**src/rtl/load_store_unit.sv**
```systemverilog
// load_store_unit: byte/half/word load-store front end for data_memory.
//   Request side : req_valid/req_ready handshake, req_write, req_size, req_unsigned,
//                  req_addr (byte address), req_wdata (right-aligned store data).
//   Response side: resp_valid pulse with resp_rdata (extended load data) and resp_err.
//   Memory side  : mem_read, mem_write, mem_address (word index), mem_write_data,
//                  mem_read_data (valid the cycle after mem_read rises).
//   clk rising edge; rst asynchronous active-low.
module load_store_unit #(
    parameter int W = 32,
    parameter int N = 5
) (
    input  logic         clk,
    input  logic         rst,
    input  logic         req_valid,
    output logic         req_ready,
    input  logic         req_write,
    input  logic [1:0]   req_size,
    input  logic         req_unsigned,
    input  logic [N+1:0] req_addr,
    input  logic [W-1:0] req_wdata,
    output logic         resp_valid,
    output logic [W-1:0] resp_rdata,
    output logic         resp_err,
    output logic         mem_read,
    output logic         mem_write,
    output logic [N-1:0] mem_address,
    output logic [W-1:0] mem_write_data,
    input  logic [W-1:0] mem_read_data
);
    typedef enum logic [2:0] {IDLE, READ, CAPT, WRITE, RESP} state_t;
    state_t state_q, state_d;
    logic [N+1:0] addr_q, addr_d;
    logic [1:0]   size_q, size_d;
    logic         write_q, write_d, uns_q, uns_d, err_q, err_d;
    logic [W-1:0] rdata_q, rdata_d, mwdata_q, mwdata_d;
    logic         misaligned;
    logic [7:0]   byte_lane;
    logic [15:0]  half_lane;
    logic [3:0]   be;
    logic [31:0]  rep, ext, merged;

    always_comb begin
        misaligned = (req_size == 2'b11) | (req_size == 2'b01 & req_addr[0]) |
                     (req_size == 2'b10 & |req_addr[1:0]);
        byte_lane  = mem_read_data[{addr_q[1:0], 3'b000} +: 8];
        half_lane  = addr_q[1] ? mem_read_data[31:16] : mem_read_data[15:0];
        ext        = size_q == 2'b00 ? {{24{byte_lane[7] & ~uns_q}}, byte_lane} :
                     size_q == 2'b01 ? {{16{half_lane[15] & ~uns_q}}, half_lane} : mem_read_data;
        be         = size_q == 2'b00 ? 4'b0001 << addr_q[1:0] :
                     size_q == 2'b01 ? (addr_q[1] ? 4'b1100 : 4'b0011) : 4'b1111;
        // Store data is still parked in mwdata_q until the merge overwrites it.
        rep        = size_q == 2'b00 ? {4{mwdata_q[7:0]}} :
                     size_q == 2'b01 ? {2{mwdata_q[15:0]}} : mwdata_q;
        for (int k = 0; k < 4; k++)
            merged[8*k +: 8] = be[k] ? rep[8*k +: 8] : mem_read_data[8*k +: 8];
    end

    always_comb begin
        state_d  = state_q;
        addr_d   = addr_q;
        size_d   = size_q;
        write_d  = write_q;
        uns_d    = uns_q;
        err_d    = err_q;
        rdata_d  = rdata_q;
        mwdata_d = mwdata_q;
        case (state_q)
            IDLE: if (req_valid) begin
                addr_d   = req_addr;
                size_d   = req_size;
                write_d  = req_write;
                uns_d    = req_unsigned;
                err_d    = misaligned;
                rdata_d  = '0;
                mwdata_d = req_wdata;
                state_d  = misaligned ? RESP : (req_write && req_size == 2'b10) ? WRITE : READ;
            end
            READ:  state_d = CAPT;
            CAPT:  begin
                mwdata_d = write_q ? merged : mwdata_q;
                rdata_d  = write_q ? rdata_q : ext;
                state_d  = write_q ? WRITE : RESP;
            end
            WRITE: state_d = RESP;
            default: state_d = IDLE;
        endcase
    end

    always_ff @(posedge clk or negedge rst) begin
        if (!rst) begin
            state_q  <= IDLE;
            addr_q   <= '0;
            size_q   <= '0;
            write_q  <= 1'b0;
            uns_q    <= 1'b0;
            err_q    <= 1'b0;
            rdata_q  <= '0;
            mwdata_q <= '0;
        end else begin
            state_q  <= state_d;
            addr_q   <= addr_d;
            size_q   <= size_d;
            write_q  <= write_d;
            uns_q    <= uns_d;
            err_q    <= err_d;
            rdata_q  <= rdata_d;
            mwdata_q <= mwdata_d;
        end
    end

    // Strobes decode from state so an asynchronous reset drops them at once.
    assign req_ready      = state_q == IDLE;
    assign resp_valid     = state_q == RESP;
    assign resp_err       = resp_valid & err_q;
    assign mem_read       = state_q == READ || state_q == CAPT;
    assign mem_write      = state_q == WRITE;
    assign mem_address    = addr_q[N+1:2];
    assign mem_write_data = mwdata_q;
    assign resp_rdata     = rdata_q;
endmodule

```
**config.mk**
```make
export PLATFORM = sky130hd
export DESIGN_NAME = load_store_unit
export DESIGN_NICKNAME = d
export VERILOG_FILES = /design/src/rtl/load_store_unit.sv
export SDC_FILE = /design/constraint.sdc
export NUM_CORES = 1
export LEC_CHECK = 0
export BUFFER_PORTS_ARGS = -buffer_cell sky130_fd_sc_hd__buf_2
export CELL_PAD_IN_SITES_DETAIL_PLACEMENT = 0
export CELL_PAD_IN_SITES_GLOBAL_PLACEMENT = 1
export CORE_MARGIN = 2
export CORE_UTILIZATION = 34
export CTS_CLUSTER_SIZE = 25
export DETAILED_ROUTE_END_ITERATION = 7
export PLACE_DENSITY_LB_ADDON = 0.1
export SYNTH_ARGS = -nofsm -noshare
export SYNTH_HDL_FRONTEND = slang
export SYNTH_SLANG_ARGS = --single-unit
```
**constraint.sdc**
```tcl
create_clock -name clk -period 1.6 [get_ports clk]
set_input_delay 0.32 -clock clk [delete_from_list [all_inputs] [get_ports clk]]
set_output_delay 0.32 -clock clk [all_outputs]
set_load 0.1 [all_outputs]
```
Word level (Yosys, flattened, before mapping)
Cells that the tools add are included.
- equal/unequal tests: 15
- shift-type cells: 2
- muxes and demuxes: 23
- bitwise gates (word level): 8
- reductions and logical operators: 12
- operators by type and width (kind ; number):
    $mux 32 ; 8
    $pmux 32 s2 ; 2
    $mux 8 ; 4
    $shiftx 32x6->8 ; 1
    $mux 16 ; 1
    $reduce_and 4->1 ; 4
    $mux 4 ; 3
    $pmux 3 s4 ; 1
    $mux 3 ; 3
    $ne 2x2->1 const B ; 4
    $ne 4x4->1 const B ; 2
    $eq 3x2->1 const B ; 2
    $and 1x1->1 ; 5
    $eq 2x1->1 const B ; 2
    $eq 2x2->1 const B ; 2
    $shl 1x2->4 const A ; 1
    $eq 3x1->1 const B ; 1
    $eq 3x3->1 const B ; 1
    $logic_not 3->1 ; 1
    $ne 3x3->1 const B ; 1
    $reduce_and 3->1 ; 1
    $logic_not 2->1 ; 1
    $mux 2 ; 1
    $or 1x1->1 ; 2
    6 further kinds ; 6
- bits in registers: 79
- bits of input ports: 78
- output and inout port bits: 74
- word-level logic and storage cells: 71

Longest topological paths before layout
Gate-level depths: netlist (run 1).
- word-level depth: 7
- gate-level depth with buffers: 7
- mapped depth without buffers: 4

Worst setup path before layout (run 1)
OpenSTA, ideal clock, no wires.
- kind: register -> output
- start: register state_q[1]
- end: output port resp_err
- data arrival time: 3791 ps
- data required time: 1280 ps
- slack: -2511 ps
- stages on the path, launching flop included: 4
- path buffers: 1
- cell sequence: dfrtp_1 buf_2 nor3b_1 and2_1
- longest elaborated chain between the ends: 2
- RTL lines (element ; RTL line ; RTL):
    from (decl) ; 31 ; state_t state_q, state_d;
    from (signal assigned) ; 100 ; state_q <= state_d;
    $eq 3x3->1 ; 113 ; assign resp_valid = state_q == RESP;
    named net resp_valid ; 21 ; output logic resp_valid,
    $and 1x1->1 ; 114 ; assign resp_err = resp_valid & err_q;
    to (decl) ; 23 ; output logic resp_err,
The timed path passes the listed nets, and every way through them passes these cells.

Worst setup path after layout (run 1)
- start: register state_q[0]
- end: output port resp_err
- longest elaborated chain between the ends: 2
- RTL lines (element ; RTL line):
    $eq 3x3->1 ; 113
    $and 1x1->1 ; 114
Every way passes these cells.

==> run summary, run 1 <==
The flow ran to the end, but the final reports show violations. The checks that failed: negative hold slack, negative setup slack. The overall die area came out at 13820 sq um. In this run the critical register-to-register path is launched from state_q[0].

The number of diodes came out at 0. The post-DP HPWL is 12150 um. The tightest hold path in the finished design has a slack of -0.004718 ns. Ranked by instance count, the synthesized netlist is headed by 79 x sky130_fd_sc_hd__dfrtp_1, 65 x sky130_fd_sc_hd__nand2_1, 40 x sky130_fd_sc_hd__nor2_1.

The final number of max-transition violations came out at 0. The number of library cell types mapped by synthesis is 52. The critical path data required time is 1.28 ns. TritonCTS built the clock tree. The remaining number of nets flagged by the antenna check after routing came out at 0.

The register area share after synthesis came out at 45.09%. The via count of the first global-routing pass is 4381. The maximum frequency from static timing analysis is 560.8 MHz. The worst setup path is captured at a primary output. Each instance of the synthesized netlist takes up on average 9.897 sq um. The chip height is 117.6 um. For this run, the detailed router's first-pass iteration total came to 5.

The nature of the critical path startpoint is a flop. Among cell families on the critical path, the largest total delay comes from flip-flops. The path category of the worst min-delay check is input port to async pin. At the later pin of the worst-skew pair, clock insertion delay measures 0.35 ns.

The synthesized design contains 79 register bits. The total clock buffers created by CTS came out at 9. The hold violation total from the final report came to 2. The via density per instance came out at 5.506. Tracing the worst setup path back leads to its startpoint at state_q[0]. The number of vias after detailed routing is 4515. The final worst-path cycle share came out at 111.4%.

The first global-routing pass estimated 25820 um of wire. The overall routed net length is 17160 um. The number of input and output port buffers inserted came out at 151. In the synthesized netlist the dominant register cell turns out to be sky130_fd_sc_hd__dfrtp_1. Setup repair after global routing could not meet its margin everywhere. The cell count after synthesis is 443. The time the worst path needs with I/O delays and setup came out at 1.783 ns.

The number of top-level design ports is 152. The largest stage delay on the critical path came out at 0.45 ns. After global routing the overflow that remains totals 0.

The number of flops mapped to enable cells by yosys is 0. In this run the cell area of the synthesized design comes to 4384 sq um. The number of hold-repair buffers added at the cts stage came out at 0. Dividing the detail-routed wire length by the instance count gives 20.93 um. The floorplan step defined a core boundary enclosing 12620 sq um. The proportion of layout cells with a drive suffix above 1 came out at 51.70%. For this design, the slowest cell found on the critical path is sky130_fd_sc_hd__dfrtp_2. At the pin with the least slew margin, the transition time is 0.5038 ns. After routing, the total negative slack on setup checks comes to -5.037 ns. The number of nets produced by synthesis is 521. The H-tree depth came out at 3. The number of buffers and inverters on the critical path came out at 2. The initial utilization of the core area, before any placement, comes to 34.74%. The setup slack after layout came out at -0.1831 ns. The critical path goes through buf_6, nor3b_4, and2_4, buf_12. The worst-case headroom to the max-slew limit is 66.64%. Entering global routing, the biggest net connects 80 pins. The post-synthesis to final-layout area growth is 55.28%.

The total number of nets in the final design came out at 721. Of the post-synthesis cell area, the dominant cell type holds 45.09%. The number of max-cap violations came out at 0.

The width of the chip came out at 117.6 um. During synthesis, Yosys emitted a total of 0 warnings. Of all nets on the critical path, the largest fanout is 4. The worst clock skew is 0.004640 ns. Data arrives at the worst endpoint at 1.46 ns.

The iteration-0 DRC count of the detailed router is 406. The post-CTS clock slew at the launch and capture registers of the worst setup and hold paths came out at 0.06 ns. The DRC violation count after routing is 0.

At the end of routability-driven placement, the weighted congestion stood at 0.8067. The total of endpoints with negative setup slack in the final report is 57. For this design, the sink count on the clock tree is 79.

The biggest area contributor in the post-synthesis netlist is sky130_fd_sc_hd__dfrtp_1. The async set or reset register ratio after synthesis came out at 100.0%. The tree is rooted in a sky130_fd_sc_hd__clkbuf_16. In the post-synthesis netlist, the biggest area contributors are sky130_fd_sc_hd__dfrtp_1 45%, sky130_fd_sc_hd__nand2_1 5.6%, sky130_fd_sc_hd__mux2i_1 3.7%.

Counting along the longest clock path gives a buffer depth of 2. By startpoint and endpoint, the worst setup path is classified as flop to primary output. The number of standard-cell rows in the floorplan came out at 41. sky130_fd_sc_hd__dfrtp_1 is the most common cell in the netlist. The number of antenna violations at the first check in global routing is 0. In the global route stage, overall resource usage came out at 24.28%.
-- cell type report --
| type | instances | area, sq um |
|---|---|---|
| fill | 1179 | 5812 |
| multi-input combinational | 316 | 2542 |
| sequential | 79 | 1983 |
| timing repair buffer | 227 | 1697 |
| clock buffer | 11 | 252.7 |
| tap | 172 | 215.2 |
| clock inverter | 5 | 80.08 |
| inverter | 10 | 37.54 |
-- worst paths after layout --
kind                                      to  slack (ns)  cells past startpoint
setup / recovery                    resp_err       -0.18                      4
hold / removal                resp_rdata[24]      -0.005                      2
setup reg to reg           mem_write_data[3]       -0.15                      5
hold reg to reg                    addr_q[5]        0.47                      2
max in group asynchronous         state_q[2]        1.23                      2
min in group clk                   addr_q[3]        0.16                      3
-- kinds of logic (layout without fill, tap and decap cells) --
logic type | Yosys count | count (layout) | synth area share, %
DFF | 79 | 79 | 45.09
xor gates and xnor gates | 1 | 1 | 0.1998
and+or+nand+nor | 154 | 157 | 15.90
muxes | 33 | 33 | 10.07
AOI/OAI and AO/OA | 125 | 125 | 23.20
buffers and inverters | 51 | 253 | 5.537
-- timing repair --
item / in CTS / in global routing
pin swaps: 7 / 51
gates resized for setup: 44 / 62
cloned: 4 / 5
setup buffers: 6 / 13
endpoints found under the setup margin: 69 / 65
-- state kept, by name, summed over array words and instances (netlist names) --
name	cells
addr_q	7
err_q	1
mem_write_data	32
resp_rdata	32
size_q	2
state_q	3
uns_q	1
write_q	1
-- cells in the final DEF, fill, tap and decap left out, drive strengths merged, types with 2 or more instances in the layout --
| master | n |
|---|---|
| bufinv | 2 |
| o211ai | 16 |
| buf | 218 |
| clkinvlp | 2 |
| or2 | 4 |
| nand2 | 65 |
| dfrtp | 79 |
| inv | 10 |
| nor2 | 41 |
| o22a | 9 |
| o31ai | 9 |
| a2bb2oi | 7 |
| a221oi | 8 |
| a211oi | 2 |
| clkbuf | 20 |
| mux4 | 7 |
| mux2 | 10 |
| nor2b | 5 |
| nand2b | 2 |
| o21ai | 15 |
| nand3b | 2 |
| mux2i | 16 |
| o22ai | 15 |
| a21oi | 7 |
| nor3b | 2 |
| or3b | 5 |
| nor3 | 9 |
| a221o | 23 |
| a22o | 8 |
| o21a | 2 |
| nand3 | 17 |
-- routing by layer --
layer | vias to the layer above | global-route usage [%] | wire (um)
li1 | 2057 | - | -
met1 | 2212 | 35.99 | 7666
met2 | 226 | 35.42 | 7747
met3 | 20 | 5.039 | 1453
met4 | 0 | 7.756 | 296
met5 | - | 0 | 0
-- metrics by stage --
stage / worst slack (ns) / hold WS, ns / utilization, % / area (sq um) / cells
6_report: -0.1831 / -0.004718 / 53.95 / 6808 / 820
5_1_grt: -0.2222 / 0.03041 / 53.95 / 6808 / 820
4_1_cts: -0.1949 / 0.01667 / 50.59 / 6385 / 804
3_5_place_dp: -0.1144 / 0.3872 / 45.80 / 5779 / 778
3_3_place_gp: -0.07808 / 0.3863 / 45.80 / 5779 / 778
2_1_floorplan: -0.6351 / 0.02441 / - / 4484 / 443
Power of run 1 is not shown: default switching activity piles up to over one toggle a cycle in this logic, so the estimate is an artifact.
==> run 2: changes to the inputs <==
--- a/config.mk
+++ b/config.mk
@@ -16,3 +16,4 @@
 export SYNTH_ARGS = -nofsm -noshare
 export SYNTH_HDL_FRONTEND = slang
 export SYNTH_SLANG_ARGS = --single-unit
+export TNS_END_PERCENT = 10
==> run 2 against run 1 <==
The flow still finishes with violations (negative hold slack, negative setup slack). Final area down 5.0%. Count of clock-buffer cells in the layout unchanged. Maximum frequency up 0.20%. Non-clock buffer count down 3. Sequential share of layout area up 1.5 points. Die area unchanged. Worst setup slack better by 0.0035 ns. Critical path depth unchanged. Highest routed layer unchanged. Register-to-register slack about the same. Via count down 2.9%. Clock skew up 0.0012 ns.
==> run summary, run 2 (synthesis gave the netlist of run 1 again) <==
The worst clock skew is 0.005852 ns. The tree built by TritonCTS fans out to 79 sinks. The post-synthesis to final-layout area growth is 47.55%. At the pin with the least slew margin, the transition time is 0.5054 ns. Signal routing reaches up to met4.

In the final layout, the share of cells above drive strength 1 is 47.04%. The clock network latency to the later pin of the worst-skew pair is 0.35 ns. The critical path data required time came out at 1.28 ns. The via count of the first global-routing pass came out at 4244. The worst path uses 111.2% of the clock period.

The worst-case headroom to the max-slew limit came out at 66.54%. The time the worst path needs with I/O delays and setup is 1.780 ns. The post-DP HPWL came out at 11980 um. The H-tree depth came out at 3. Across every metal layer, demand over resource in global routing totals 23.64%. Summed over all nets, wire length on met3 after detailed routing comes to 1181 um. The routed wire length per instance came out at 20.11 um. After the first detailed-routing iteration, the DRC count stood at 320.

In this run the critical register-to-register path is captured at mem_write_data[6]. The starting density of the core came out at 34.74%. The weighted congestion at the end of routability-driven global placement came out at 0.8386. The number of cells traversed by the worst register-to-register path is 5. The via density per instance came out at 5.388. The number of antenna violations at the first check in global routing was 0. The buffer type at the clock tree root is sky130_fd_sc_hd__clkbuf_16. The class of the most critical setup path is flop to primary output. The flow ran to the end, but the final reports show violations. The number of top-level design ports came out at 152. The overall routed net length is 16370 um. The final number of max-transition violations came out at 0.

The detailed-routing wirelength on met1 is 7810 um. Along the worst path, the maximum fanout reaches 6. The chip height is 117.6 um. The setup slack after layout is -0.1796 ns. The routed length on met2 came out at 7086 um. The remaining number of nets flagged by the antenna check after routing is 0. The number of detailed-route iterations in the first pass is 5. The final worst hold slack is -0.001437 ns. The count of fill cells added during filler insertion came out at 1231. Setup repair after global routing could not meet its margin everywhere.

The first element of the critical path is state_q[2]. The setup slack of the most critical reg-to-reg path came out at -0.16 ns. In the layout the commonest cells are 137 x sky130_fd_sc_hd__buf_2, 77 x sky130_fd_sc_hd__dfrtp_1, 62 x sky130_fd_sc_hd__nand2_1, 62 x sky130_fd_sc_hd__buf_4, 36 x sky130_fd_sc_hd__nor2_1. The core outline area is 12620 sq um.

The capturing element type of the critical path is a primary output. The CTS tree is done. The checks that failed: negative hold slack, negative setup slack. At the end of the flow, the number of nets in the layout was 715. Port buffering added 151 buffers.

The pin count of the biggest net entering global routing is 80. The total of endpoints with negative setup slack in the final report came out at 40. The number of vias after detailed routing came out at 4386. For this run, design rule violations remaining after detail routing come to 0.

The longest clock path from root to sink contains 2 buffers. The hold violation total from the final report came out at 3. Static timing analysis puts the maximum clock frequency at 561.9 MHz.

After clock tree synthesis, the flow added hold-fix buffers numbering 0. In this run the worst hold path is classified as input port to async pin. Following the worst setup path forward leads to its endpoint at req_ready. Data arrives at the worst endpoint at 1.46 ns. Clock-pin slew was measured on the worst setup and hold paths at 0.06 ns. The remaining global-route overflow is 0.

The library cell used most frequently in the layout, excluding fill and tap cells, is sky130_fd_sc_hd__buf_2. The number of standard-cell rows in the floorplan is 41. The share of the core filled with cells in the final layout came out at 51.26%. The total clock buffers created by CTS is 9. The width of the chip came out at 117.6 um. The first global-routing pass estimated 24990 um of wire. The nature of the critical path startpoint is a flop. The start of the worst register-to-register path is state_q[1]. The number of diodes came out at 0. Across the run, the number of max-cap violations was 0. The overall die area came out at 13820 sq um.
==> run 2: cell types whose count changed in the layout (fill, tap and decap cells not counted), sizes merged <==
cell	change
buf	+5
clkbuf	-8
or3b	-3
==> run 2: critical path: stages (launching register included) <==
cell and delay, ns:
sky130_fd_sc_hd__dfrtp_2 0.44, sky130_fd_sc_hd__or2_4 0.27, sky130_fd_sc_hd__buf_6 0.13, sky130_fd_sc_hd__nor2_4 0.09
sky130_fd_sc_hd__buf_12 0.18
==> run 2: stage by stage <==
| step | setup WS, ns | area (sq um) | std cells | setup TNS (ns) |
|---|---|---|---|---|
| 2_1_floorplan | -0.6353 | 4422 | 443 | -7.972 |
| 3_3_place_gp | -0.08416 | 5833 | 789 | -3.254 |
| 3_5_place_dp | -0.1445 | 5833 | 789 | -5.044 |
| 4_1_cts | -0.1966 | 6436 | 814 | -4.582 |
| 5_1_grt | -0.2409 | 6469 | 814 | -8.642 |
| 6_report | -0.1796 | 6469 | 814 | -4.455 |
==> run 2: worst min path at each step <==
stage          depth (start not counted)  slack [ns]              to  from
5_1_grt                                2        0.03  resp_rdata[25]   rst
3_5_place_dp                           2        0.39  resp_rdata[24]   rst
4_1_cts                                2       0.009  resp_rdata[24]   rst
2_1_floorplan                          0        0.02       addr_q[0]   rst
3_3_place_gp                           2        0.38  resp_rdata[25]   rst
6_report                               2      -0.001  resp_rdata[24]   rst
==> run 2: layout make-up <==
cell class	count	area, sq um	share of cell area (%)
inverter	10	37.54	0.5803
tap	172	215.2	3.327
clock buffer	11	252.7	3.907
sequential	79	1979	30.60
timing repair buffer	224	1567	24.22
multi-input combinational	313	2337	36.13
clock inverter	5	80.08	1.238
==> run 2: layer usage <==
layer | up-vias | track usage [%]
li1 | 2037 | -
met1 | 2138 | 35.23
met2 | 187 | 34.03
met3 | 24 | 5.475
met4 | 0 | 7.078
met5 | - | 0
==> run 2: what timing repair did <==
item                                    in CTS  in global routing
buffers inserted                             7                  0
cloned                                       2                  0
endpoints found under the setup margin      70                 78
pin swaps                                   10                  5
gates resized for setup                     40                  9
Power of run 2 is left out for the same reason.
